<file path="config.mk">
export PLATFORM = sky130hd
export DESIGN_NAME = redirect_ctrl
export DESIGN_NICKNAME = d
export VERILOG_FILES = /design/src/rtl/lc3b_types.sv /design/src/rtl/register.sv /design/src/rtl/redirect_ctrl.sv
export SDC_FILE = /design/constraint.sdc
export NUM_CORES = 1
export LEC_CHECK = 0
export ABC_AREA = 1
export BUFFER_PORTS_ARGS = -buffer_cell sky130_fd_sc_hd__buf_4
export CORE_MARGIN = 8
export CORE_UTILIZATION = 49
export CTS_CLUSTER_SIZE = 20
export DETAILED_ROUTE_END_ITERATION = 8
export MAX_ROUTING_LAYER = met4
export PLACE_DENSITY = 0.76
export REMOVE_ABC_BUFFERS = 1
export SYNTH_ARGS = -nofsm -noshare
export SYNTH_HDL_FRONTEND = slang
export SYNTH_SLANG_ARGS = --single-unit
</file>
<file path="constraint.sdc">
create_clock -name clk -period 1.9 [get_ports clk]
set_clock_uncertainty 0.2 [all_clocks]
set_input_delay 0.38 -clock clk [delete_from_list [all_inputs] [get_ports clk]]
set_output_delay 0.38 -clock clk [all_outputs]
set_load 0.05 [all_outputs]
</file>
<file path="src/rtl/lc3b_types.sv">
// Shared LC-3b type definitions.
package lc3b_types;

  typedef enum logic [1:0] {
    RD_IDLE,
    RD_FLUSH,
    RD_DRAIN,
    RD_LOAD
  } redirect_state_t;

endpackage

</file>
<file path="src/rtl/register.sv">
// Generic load-enabled register with asynchronous active-low clear.
module register #(
  parameter int unsigned width = 16
) (
  input  logic             clk,
  input  logic             rst_n,
  input  logic             load,
  input  logic [width-1:0] in,
  output logic [width-1:0] out
);

  always_ff @(posedge clk or negedge rst_n) begin
    if (!rst_n)
      out <= '0;
    else if (load)
      out <= in;
  end

endmodule

</file>
<file path="src/rtl/redirect_ctrl.sv">
// Writeback-driven redirect sequencer: flush younger stages, drain any
// in-flight I-fetch, then load the PC with the latched target.
module redirect_ctrl
  import lc3b_types::*;
#(
  parameter int unsigned FLUSH_STAGES = 4
) (
  input  logic                    clk,
  input  logic                    rst_n,
  input  logic                    wb_valid,
  input  logic                    wb_squash,
  input  logic [15:0]             wb_target,
  input  logic                    pipe_stall,
  input  logic                    imem_pending,
  input  logic                    imem_resp,
  output logic [FLUSH_STAGES-1:0] flush_vec,
  output logic                    fetch_hold,
  output logic                    discard_resp,
  output logic                    pc_load,
  output logic                    pc_sel,
  output logic [15:0]             redirect_pc,
  output logic                    busy,
  output logic [15:0]             redirect_count
);

  redirect_state_t state;
  logic [15:0]     count_q;
  logic            accept;

  // Requests outside RD_IDLE come from already-squashed younger work.
  assign accept = (state == RD_IDLE) & wb_valid & wb_squash & ~pipe_stall;

  register #(.width(16)) target_reg (
    .clk   (clk),
    .rst_n (rst_n),
    .load  (accept),
    .in    (wb_target),
    .out   (redirect_pc)
  );

  always_ff @(posedge clk or negedge rst_n) begin
    if (!rst_n) begin
      state   <= RD_IDLE;
      count_q <= '0;
    end else begin
      if (accept)
        count_q <= count_q + 16'd1;
      case (state)
        RD_IDLE:  if (accept) state <= RD_FLUSH;
        RD_FLUSH: state <= (imem_resp | ~imem_pending) ? RD_LOAD : RD_DRAIN;
        RD_DRAIN: if (imem_resp) state <= RD_LOAD;
        RD_LOAD:  state <= RD_IDLE;
        default:  state <= RD_IDLE;
      endcase
    end
  end

  assign redirect_count = count_q;

  always_comb begin
    flush_vec    = '0;
    fetch_hold   = 1'b0;
    discard_resp = 1'b0;
    pc_load      = 1'b0;
    pc_sel       = 1'b0;
    busy         = (state != RD_IDLE);
    case (state)
      RD_FLUSH: begin
        flush_vec    = '1;
        fetch_hold   = 1'b1;
        discard_resp = imem_resp;
      end
      RD_DRAIN: begin
        fetch_hold   = 1'b1;
        discard_resp = imem_resp;
      end
      RD_LOAD: begin
        pc_load = 1'b1;
        pc_sel  = 1'b1;
      end
      default: ;
    endcase
  end

endmodule

</file>
Yosys cells after proc, flatten, opt, wreduce, memory -nomap -nowiden
Cells that the tools add are included.

Multiply operators: 0. Multiplexer cells: 8. Reductions and logical operators: 4. Shift operators: 0. Equality and inequality tests: 5. Divide/modulo/power cells: 0. $lt $le $gt $ge: 0. Add/subtract/negate cells: 1. Bitwise gates (word level): 6.

Operators with widths (count): adder 16 x 1 -> 16 bit (second input constant) (1); case mux 2 bit (4 select lines) (1); equality test 2 bit (second input constant) (2); two-way mux 1 bit (4); two-way mux 2 bit (2); two-way mux 4 bit (1); != test 2 bit (second input constant) (2); AND 1 bit (3); equality test 2 x 1 -> 1 bit (second input constant) (1); zero test 2 bit (1); NOT 1 bit (2); AND reduction 2 bit (1); nonzero test 2 bit (1); OR reduction 2 bit (1); bitwise OR 1 bit (1).

Word-level logic and storage cells: 27. Memory bits (read-only): 0. Input port bits: 23. Memories kept: 0. Register bits: 34. Bits in latches: 0. Output and inout port bits: 41. Bits in writable memories: 0.

Depth between registers and ports, before layout
Gate-level depths: netlist of run 1.

Depth after elaboration: 6. Gate-level depth with buffers: 10. Gate-level depth less buffers: 10.

Modules after synthesis
A second synthesis of run 1 with hierarchy kept.

Cells, all modules: 204. Area total of the unflattened synthesis: 1786.7 µm².

Modules (own cells, without submodules): redirect_ctrl (area each 1142.3 µm², instances 1, sequential area each 450.4 µm², cells an instance 136); register (area each 644.4 µm², instances 1, sequential area each 400.4 µm², cells an instance 68).

Least setup slack after synthesis of run 1
OpenSTA, ideal clock, no wires.

Path type: register to output. From: register state[0]. To: output discard_resp. Required time: 1.320 ns. Cell stages (with the launch flop): 5. Slack: -0.146 ns. Data arrival time: 1.466 ns. Path buffers: 0. Path through: dfrtp_1 -> inv_1 -> ha_1 -> nand2_1 -> inv_1.

Cells in the longest elaborated chain, start to end: 3. Elaborated cells between the ends (all ways): 4. Classes of those cells: eq/ne (2); mux (1); reduce/logical (1).

RTL lines: from (decl) (RTL line redirect_ctrl.sv:26) `redirect_state_t state;`; from (signal assigned) (RTL line redirect_ctrl.sv:50) `RD_FLUSH: state <= (imem_resp | ~imem_pending) ? RD_LOAD : RD_DRAIN;`; equality test 2 bit or equality test 2 x 1 -> 1 bit (tied branches) (RTL line redirect_ctrl.sv:67) `case (state)`; OR reduction 2 bit (no source line) *; two-way mux 1 bit * (RTL line redirect_ctrl.sv:67); to (decl) (RTL line redirect_ctrl.sv:18) `output logic discard_resp,`.

Every way passes the cells marked *; elsewhere a longest branch is shown, timed or not.

Worst setup path in the final report of run 1
From: register state[0]. To: output flush_vec[2].

Cells in the longest elaborated chain, start to end: 2.

RTL lines: equality test 2 x 1 -> 1 bit (RTL line redirect_ctrl.sv:67); two-way mux 4 bit (RTL line redirect_ctrl.sv:67); to (decl) (RTL line redirect_ctrl.sv:16) `output logic [FLUSH_STAGES-1:0] flush_vec,`.

Every way passes these cells.

==> results_dict.tcl, run 1 <==
set metrics [dict create \
    sw_frac_of_total 0.5188 \
    finalCritPeriodShare 0.9959 \
    grt_max_degree 35 \
    synth_cells 209 \
    r2r_cells 9 \
    initial_core_util 0.5130 \
    synth_area_um2 1725 \
    path_class "flop to output pin" \
    globalplace.congestion 0.8704 \
    syn_avg_cell_area_um2 8.256 \
    dp_slack_ns 0.05424 \
    whs_ns 0.03478 \
    wl_per_cell_um 12.58 \
    maxSlewHeadroom 0.7288 \
    reg2reg_slack_ns 0.25 \
    grt.overflow.total 0 \
    worstReg2RegEnd "redirect_count[12]" \
    p_int_uw 1839 \
    regToRegStartpoint "state[1]" \
    initialDrtViolationCount 94 \
    cts-root-buf "clkbuf_4" \
    cts_buffers 5 \
    switchingPower_uw 1983 \
    tightest_slew_ns 0.4067 \
    clock_path_buffers 2 \
    io_buffers 63 \
    rsz0062_at_grt "true" \
    grt_usage 0.1652 \
    drive_gt1_frac 0.3309 \
    slew_viol_final 0 \
    worstSetupStartpointType "flop" \
    power_frac_seq 0.286 \
    layout_min_cycle_time_ns 1.892 \
    clk_latency_ns 0.34 \
    critPathRequiredTime_ns 1.32 \
    fmax_mhz 528.5 \
    critPathMaxFanout 5 \
    firstDrtPassIters 4 \
    hpwlAfterDp_mm 3.153 \
    clock_power_share 0.111 \
    cp-end-kind "output pin" \
    synth.distinct_cells 21 \
    grt_pass1_vias 1565 \
    maxCapViolations 0 \
    detail-route-antenna-nets 0 \
    dieArea_um2 5676 \
    clkTransAtPathRegs_ns 0.10 \
    die_y_um 75.34 \
    grt_first_pass_wirelength_mm 6.996 \
    vias 1507 \
    viasPerCell 4.651 \
    diodes 0 \
    cts_max_level 2 \
    arrival_ns 1.31 \
    drc 0 \
    p_per_area_nw_per_um2 1632 \
    hold_violations 0 \
    hp-class "input port to flop" \
    totalWireLength_mm 4.076 \
    crit_path_start "state[0]" \
    antenna_found_initial 0 \
    ioPinCount 64 \
    num_rows 21 \
    chipWidth_um 75.34 \
    critical_path.endpoint "flush_vec[2]" \
    p_leak_uw 0.001293 \
    final_nets 306 \
    yosys_warnings 0 \
    ys_ff_latch 34 \
    yosysSeqAreaShare 0.4931 \
    stdcell_area_um2 2341 \
    combPwrFrac 0.602 \
    setup_viol 0 \
    status "finished, final reports clean" \
    vdd_ir_drop_max_mv 1.130 \
    fin_ws_ns 0.007884 \
    tritoncts "yes" \
    place_area_um2 2206 \
    syn_to_final_growth_pct 35.68 \
    core_area_um2 3363 \
    clkSinkCount 34 \
]
## cells in the mapped netlist
master    count  area share
nand3_1      10       0.029
xnor2_1       5       0.025
xor2_1        4       0.020
nor2_4        2       0.013
nor2_2        2      0.0073
nor2_1       13       0.028
nand4_1       3       0.011
o21ai_0       3      0.0087
inv_1        19       0.041
nand2_1      92        0.20
nor3_4        1      0.0094
buf_4         5       0.022
buf_6         2       0.013
inv_2         1      0.0022
dfrtp_1      34        0.49
a21boi_2      1      0.0065
nand3b_1      3       0.013
nand2_2       1      0.0036
ha_1          6       0.044
buf_2         1      0.0029
nand2_4       1      0.0065
## how the worst min path moves through the flow
stage / from / end / cells after the start
CTS: wb_target[5] / target_reg.out[5] / 3
global route: wb_target[12] / target_reg.out[12] / 3
finish: wb_target[13] / target_reg.out[13] / 3
floorplan: rst_n / redirect_count[0] / 0
detailed placement: rst_n / redirect_count[3] / 1
global placement: rst_n / redirect_count[0] / 1
## cells in the final DEF (no fill, tap or decap), drive strengths merged
cell type | Yosys | final
nand2 | 94 | 94
clkinvlp | 0 | 1
nand3 | 10 | 10
nand4 | 3 | 3
o21ai | 3 | 3
a21boi | 1 | 1
buf | 8 | 68
nor2 | 17 | 17
dfrtp | 34 | 34
nand3b | 3 | 3
inv | 20 | 20
ha | 6 | 6
clkbuf | 0 | 6
xor2 | 4 | 4
nor3 | 1 | 1
xnor2 | 5 | 5
dlygate4sd3 | 0 | 1
clkinv | 0 | 1
## what timing repair did
action,in CTS,in global routing
pin swaps,0,2
endpoints found under the hold margin,34,0
setup buffers,3,0
endpoints found under the setup margin,7,7
hold buffers,1,0
gates resized for setup,5,7
## flip-flops by register name (all words and copies together), names as in the netlist
register        cells
redirect_count     16
state               2
target_reg.out     16
## cells by family (layout without fill, tap and decap cells)
logic type | Yosys count | in the layout | synth area share
adders and majority gates | 6 | 6 | 0.04351
DFF | 34 | 34 | 0.4931
AOI/OAI and AO/OA | 4 | 4 | 0.01523
xor gates and xnor gates | 9 | 9 | 0.04568
buffers and inverters | 28 | 97 | 0.08122
and+or+nand+nor | 128 | 128 | 0.3213
## power groups by stage
stage	clock network (µW)	logic [µW]	registers (µW)
3_3_place_gp	0	2130	1100
4_1_cts	439	2260	1100
3_5_place_dp	0	2150	1110
2_1_floorplan	0	819	1760
6_report	425	2300	1090
5_1_grt	475	2430	1130
## worst max-delay path, cell delays in order, from the launching register on
cell and delay (ns):
dfrtp_1 0.41, buf_4 0.16, ha_2 0.22, buf_4 0.20
## layout make-up
| class | count | area, µm² |
|---|---|---|
| Clock inverter | 2 | 12.51 |
| Multi-Input combinational cell | 147 | 754.5 |
| Clock buffer | 6 | 51.30 |
| Fill cell | 292 | 1022 |
| Tap cell | 46 | 57.56 |
| Inverter | 20 | 75.07 |
| Timing Repair Buffer | 69 | 539.3 |
| Sequential cell | 34 | 850.8 |
## per-stage QoR
stage / power, µW / instances / utilization / setup TNS (ns)
5_1_grt: 4036 / 324 / 0.6961 / -0.1820
2_1_floorplan: 2584 / 201 / - / -3.411
3_5_place_dp: 3255 / 312 / 0.6559 / 0
4_1_cts: 3792 / 324 / 0.6901 / 0
6_report: 3821 / 324 / 0.6961 / 0
3_3_place_gp: 3233 / 312 / 0.6559 / 0
## metal layers
| metal | wire (µm) | vias to the layer above | share of wire | global-route usage |
|---|---|---|---|---|
| li1 | - | 767 | - | - |
| met5 | 0 | - | 0 | - |
| met1 | 1832 | 677 | 0.45 | 0.1960 |
| met4 | 87 | 0 | 0.021 | 0.07676 |
| met2 | 1884 | 52 | 0.46 | 0.2550 |
| met3 | 272 | 11 | 0.067 | 0.04605 |
(Power assumes the default switching activity.)
==> run 2, diff against run 1 <==
Settings changed: CORE_UTILIZATION 49 to 52, PLACE_DENSITY 0.76 to 0.81.
Clock period 1.9 ns to 2.4 ns, I/O delays scaled along.
==> results_dict.tcl, run 2 (synthesis gave the netlist of run 1 again) <==
set metrics [dict create \
    status "finished, final reports clean" \
    vias 1487 \
    layout_min_cycle_time_ns 2.166 \
    cts_max_level 2 \
    critPathRequiredTime_ns 1.72 \
    stdcell_area_um2 2268 \
    p_leak_uw 0.001276 \
    p_per_area_nw_per_um2 1268 \
    dieArea_um2 5417 \
    arrival_ns 1.49 \
    use_met1 0.1941 \
    grt_use_met3 0.05593 \
    worstSetupStartpointType "flop" \
    cts-root-buf "clkbuf_4" \
    path_class "flop to output pin" \
    finalCritPeriodShare 0.9024 \
    whs_ns 0.1410 \
    hp-class "input port to flop" \
    num_rows 21 \
    layout_common_cells "nand2_1, buf_4, dfrtp_1, inv_1, nor2_1" \
    maxCapViolations 0 \
    place_area_um2 2198 \
    grt_first_pass_wirelength_mm 6.762 \
    layout_commonest_cell "nand2_1" \
    globalplace.congestion 0.8447 \
    fmax_mhz 461.7 \
    vdd_ir_drop_max_mv 1.231 \
    grt-busiest-layer "met2" \
    syn_to_final_growth_pct 31.47 \
    met2_usage 0.2579 \
    antenna_found_initial 0 \
    crit_path_start "state[0]" \
    clkTransAtPathRegs_ns 0.10 \
    clkSinkCount 34 \
    maxSlewHeadroom 0.7219 \
    hold_start "wb_target[2]" \
    cts_resized 0 \
    initialDrtViolationCount 147 \
    cp-end-kind "output pin" \
    chipWidth_um 73.60 \
    tightest_slew_ns 0.4172 \
    regToRegStartpoint "state[0]" \
    critPathMaxFanout 5 \
    die_y_um 73.60 \
    ioPinCount 64 \
    viasPerCell 4.647 \
    drive_gt1_frac 0.2920 \
    tritoncts "yes" \
    cts_hold_buf 1 \
    hold_depth 3 \
    post_cts_buffers 0 \
    total_power_uw 2877 \
    cts_buffers 5 \
    rsz0062_at_grt "false" \
    core_area_um2 3258 \
    grt_pass1_vias 1546 \
    wl_per_cell_um 12.41 \
    grt.overflow.total 0 \
    final_nets 302 \
    initial_core_util 0.5296 \
    grt_usage 0.1659 \
    detail-route-antenna-nets 0 \
    diodes 0 \
    grt_max_degree 35 \
    totalWireLength_mm 3.970 \
    clock_path_buffers 2 \
    slew_viol_final 0 \
    hold_violations 0 \
    clk_latency_ns 0.32 \
    tns_ns 0 \
    io_buffers 63 \
    setup_viol 0 \
    hpwlAfterDp_mm 3.093 \
    r2r_cells 9 \
    fin_ws_ns 0.2341 \
    firstDrtPassIters 4 \
    dp_slack_ns 0.4773 \
    fillCellCount 279 \
    drc 0 \
]
## run 2: changes by cell type in the layout (fill, tap and decap cells not counted), sizes merged
cell,previous run,this run
buf,68,64
clkinvlp,1,0
clkbuf,6,7
## run 2: stage by stage
stage / std cells / utilization
6_report: 320 / 0.6962
5_1_grt: 320 / 0.6962
4_1_cts: 320 / 0.6962
3_5_place_dp: 311 / 0.6747
3_3_place_gp: 311 / 0.6747
2_1_floorplan: 201 / -
## run 2: final cells by class
class | instances | area (µm²) | area share
flip-flops and latches | 34 | 850.8 | 0.3751
multi-input cells | 147 | 734.5 | 0.3238
repair buffers | 65 | 490.5 | 0.2162
inverters | 20 | 75.07 | 0.03309
well taps | 46 | 57.56 | 0.02537
clock buffers | 7 | 55.05 | 0.02427
clock inverters | 1 | 5.005 | 0.002206
## run 2: per-layer routing
| layer | wire [µm] | part of all wire | up-vias |
|---|---|---|---|
| met4 | 27 | 0.0068 | 0 |
| met2 | 1871 | 0.47 | 50 |
| met1 | 1751 | 0.44 | 671 |
| met5 | 0 | 0 | - |
| met3 | 320 | 0.081 | 4 |
| li1 | - | - | 762 |
## run 2: where the power goes
group,leakage [µW],internal [µW],total [µW],switching (µW)
logic,0.000808,478,1670,1200
clock network,0.0000353,142,330,188
registers,0.000433,743,873,130
total,0.00128,1360,2880,1510
## run 2: final timing paths
| check | slack (ns) | end |
|---|---|---|
| max in group asynchronous | 1.28 | target_reg.out[13] |
| min | 0.14 | target_reg.out[2] |
| min reg2reg | 0.29 | target_reg.out[12] |
| max | 0.23 | discard_resp |
| min in group asynchronous | 0.42 | redirect_count[4] |
| max reg2reg | 0.47 | redirect_count[12] |
## run 2: critical path, cell delays in order, from the launching register on
cell and delay [ns]:
dfrtp_1 0.40, inv_1 0.12, ha_1 0.36, nand2_1 0.08, inv_1 0.03, buf_4 0.18
==> run 3, diff against run 2 <==
Settings changed: ABC_AREA 1 to 0, CORE_UTILIZATION 52 to 51.
==> results_dict.tcl, run 3 <==
set metrics [dict create \
    status "finished, final reports clean" \
    drive_gt1_frac 0.3472 \
    yosys-top-cells-area "dfrtp_1, nand2_1, xnor2_1" \
    synth_ff_type "dfrtp_1" \
    grt_usage 0.1612 \
    cp_num_buf_inv 2 \
    synth_edf_count 0 \
    tns_ns 0 \
    synth_area_um2 1540 \
    wl_per_cell_um 15.02 \
    worstSetupStartpointType "flop" \
    cts-root-buf "clkbuf_4" \
    initialDrtViolationCount 111 \
    synthArstFlopShare 1.000 \
    cp_slowest_stage_delay_ns 0.41 \
    path_cells "inv_1 > ha_1 > and2_1 > buf_4" \
    synth_cells 151 \
    ys_top_cells_by_count "nand2_1, dfrtp_1, xnor2_1, ha_1, buf_4" \
    ioPinCount 64 \
    synth.distinct_cells 22 \
    finalCritPeriodShare 0.9280 \
    clkTransAtPathRegs_ns 0.10 \
    clock_path_buffers 2 \
    p_int_uw 1462 \
    place_area_um2 2018 \
    grt.overflow.total 0 \
    cts_resized 0 \
    combPwrFrac 0.562 \
    dieArea_um2 5035 \
    chipWidth_um 70.96 \
    totalWireLength_mm 3.739 \
    vias 1241 \
    critPathRequiredTime_ns 1.72 \
    maxSlewHeadroom 0.7191 \
    firstDrtPassIters 4 \
    diodes 0 \
    power_frac_seq 0.294 \
    clock_power_share 0.144 \
    num_rows 20 \
    p_per_area_nw_per_um2 1411 \
    switchingPower_uw 1516 \
    arrival_ns 1.55 \
    hold_violations 0 \
    detail-route-antenna-nets 0 \
    synth_area_leader_cell "dfrtp_1" \
    sw_frac_of_total 0.5090 \
    hpwlAfterDp_mm 2.848 \
    cts_max_level 2 \
    syn_to_final_growth_pct 36.96 \
    critPathMaxFanout 4 \
    slew_viol_final 0 \
    yosysSeqAreaShare 0.5524 \
    die_y_um 70.96 \
    tritoncts "yes" \
    cts_buffers 5 \
    ys_ff_latch 34 \
    slowest_stage "dfrtp_1" \
    layout_common_cells "buf_4, nand2_1, dfrtp_1, xnor2_1, ha_1" \
    layout_min_cycle_time_ns 2.227 \
    maxCapViolations 0 \
    viasPerCell 4.984 \
    p_leak_uw 0.001155 \
    clk_latency_ns 0.33 \
    antenna_found_initial 0 \
    grt_first_pass_wirelength_mm 6.327 \
    core_area_um2 2953 \
    vdd_ir_drop_max_mv 1.349 \
    grt_max_degree 35 \
    io_buffers 63 \
    rsz0062_at_grt "false" \
    grt_pass1_vias 1370 \
    tightest_slew_ns 0.4214 \
    drc 0 \
    synth_top_area_frac 0.5524 \
    total_power_uw 2977 \
    yosysMostFrequentCell "nand2_1" \
    hp-class "input port to flop" \
    fmax_mhz 449.0 \
    stdcell_area_um2 2110 \
    cp-end-kind "output pin" \
    yosys_warnings 0 \
    crit_family "flip-flops" \
    path_class "flop to output pin" \
    setup_viol 0 \
    clkSinkCount 34 \
    initial_core_util 0.5216 \
    final_nets 245 \
    whs_ns 0.1344 \
    syn_avg_cell_area_um2 10.20 \
    layout_commonest_cell "buf_4" \
    globalplace.congestion 0.7184 \
]
==> run 3: changes by cell type in the layout (fill, tap and decap cells not counted), sizes merged, moves of 2 or more <==
cell    delta
a21oi      +2
nor2      -16
and4b      +2
nand3b     -2
and2       +3
and4       +4
nand2     -37
xor2       -2
nand3      -5
xnor2      +8
inv       -16
==> run 3: path summary, 6_finish.rpt <==
path	start	end	slack (ns)	cells after the start
worst max-delay path	state[0]	discard_resp	0.17	4
worst min-delay path	wb_target[2]	target_reg.out[2]	0.13	3
worst max register to register	state[0]	redirect_count[14]	0.34	6
worst min register to register	redirect_count[15]	redirect_count[15]	0.28	1
max in group asynchronous	rst_n	target_reg.out[3]	1.27	2
min in group asynchronous	rst_n	redirect_count[9]	0.42	2
==> run 3: kinds of logic (layout without fill, tap and decap cells) <==
kind of cell	Yosys count	after routing	share of synthesized area
adder cells (fa/ha/maj)	6	6	0.04874
AND/OR/NAND/NOR	79	79	0.2543
buffers and inverters	12	77	0.04305
XOR/XNOR	15	15	0.08530
AO/OA/AOI/OAI	5	5	0.01624
flip-flops	34	34	0.5524
==> run 3: metal layers <==
metal  vias up  global-route usage  wire length, µm
li1        610                   -                -
met1       573              0.1839             1541
met2        52              0.2564             1876
met3         6             0.06073              267
met4         0             0.05081               54
met5         -                   -                0
==> run 3: per-stage QoR <==
| stage | util | setup WS (ns) | std cells |
|---|---|---|---|
| 3_3_place_gp | 0.6835 | 0.4995 | 241 |
| 3_5_place_dp | 0.6835 | 0.3685 | 241 |
| 2_1_floorplan | - | -0.3974 | 143 |
| 5_1_grt | 0.7144 | 0.09701 | 249 |
| 6_report | 0.7144 | 0.1729 | 249 |
| 4_1_cts | 0.7144 | 0.1671 | 249 |
==> run 3: power by group through the flow <==
stage	logic (µW)	registers (µW)	clock network (µW)
2_1_floorplan	627	1400	0
3_3_place_gp	1660	871	0
3_5_place_dp	1680	884	0
4_1_cts	1690	874	439
5_1_grt	1770	901	456
6_report	1670	875	428
==> run 3: tightest hold or removal path, delay by kind of cell <==
| kind | cells | cell delay, ns |
|---|---|---|
| and+or+nand+nor | 2 | 0.08 |
| buffers and inverters | 1 | 0.08 |
==> run 3: cell type report <==
class                           count  area [µm²]
Sequential cell                    34       850.8
Fill cell                         227       843.3
Multi-Input combinational cell    105       623.1
Timing Repair Buffer               66       498.0
Clock buffer                        6       51.30
Tap cell                           33       41.29
Clock inverter                      1       30.03
Inverter                            4       15.01
==> run 3: repair_timing <==
item,CTS,global route
hold endpoints to repair,34,0
setup buffers,0,0
setup endpoints to repair,0,0
hold buffers,1,0
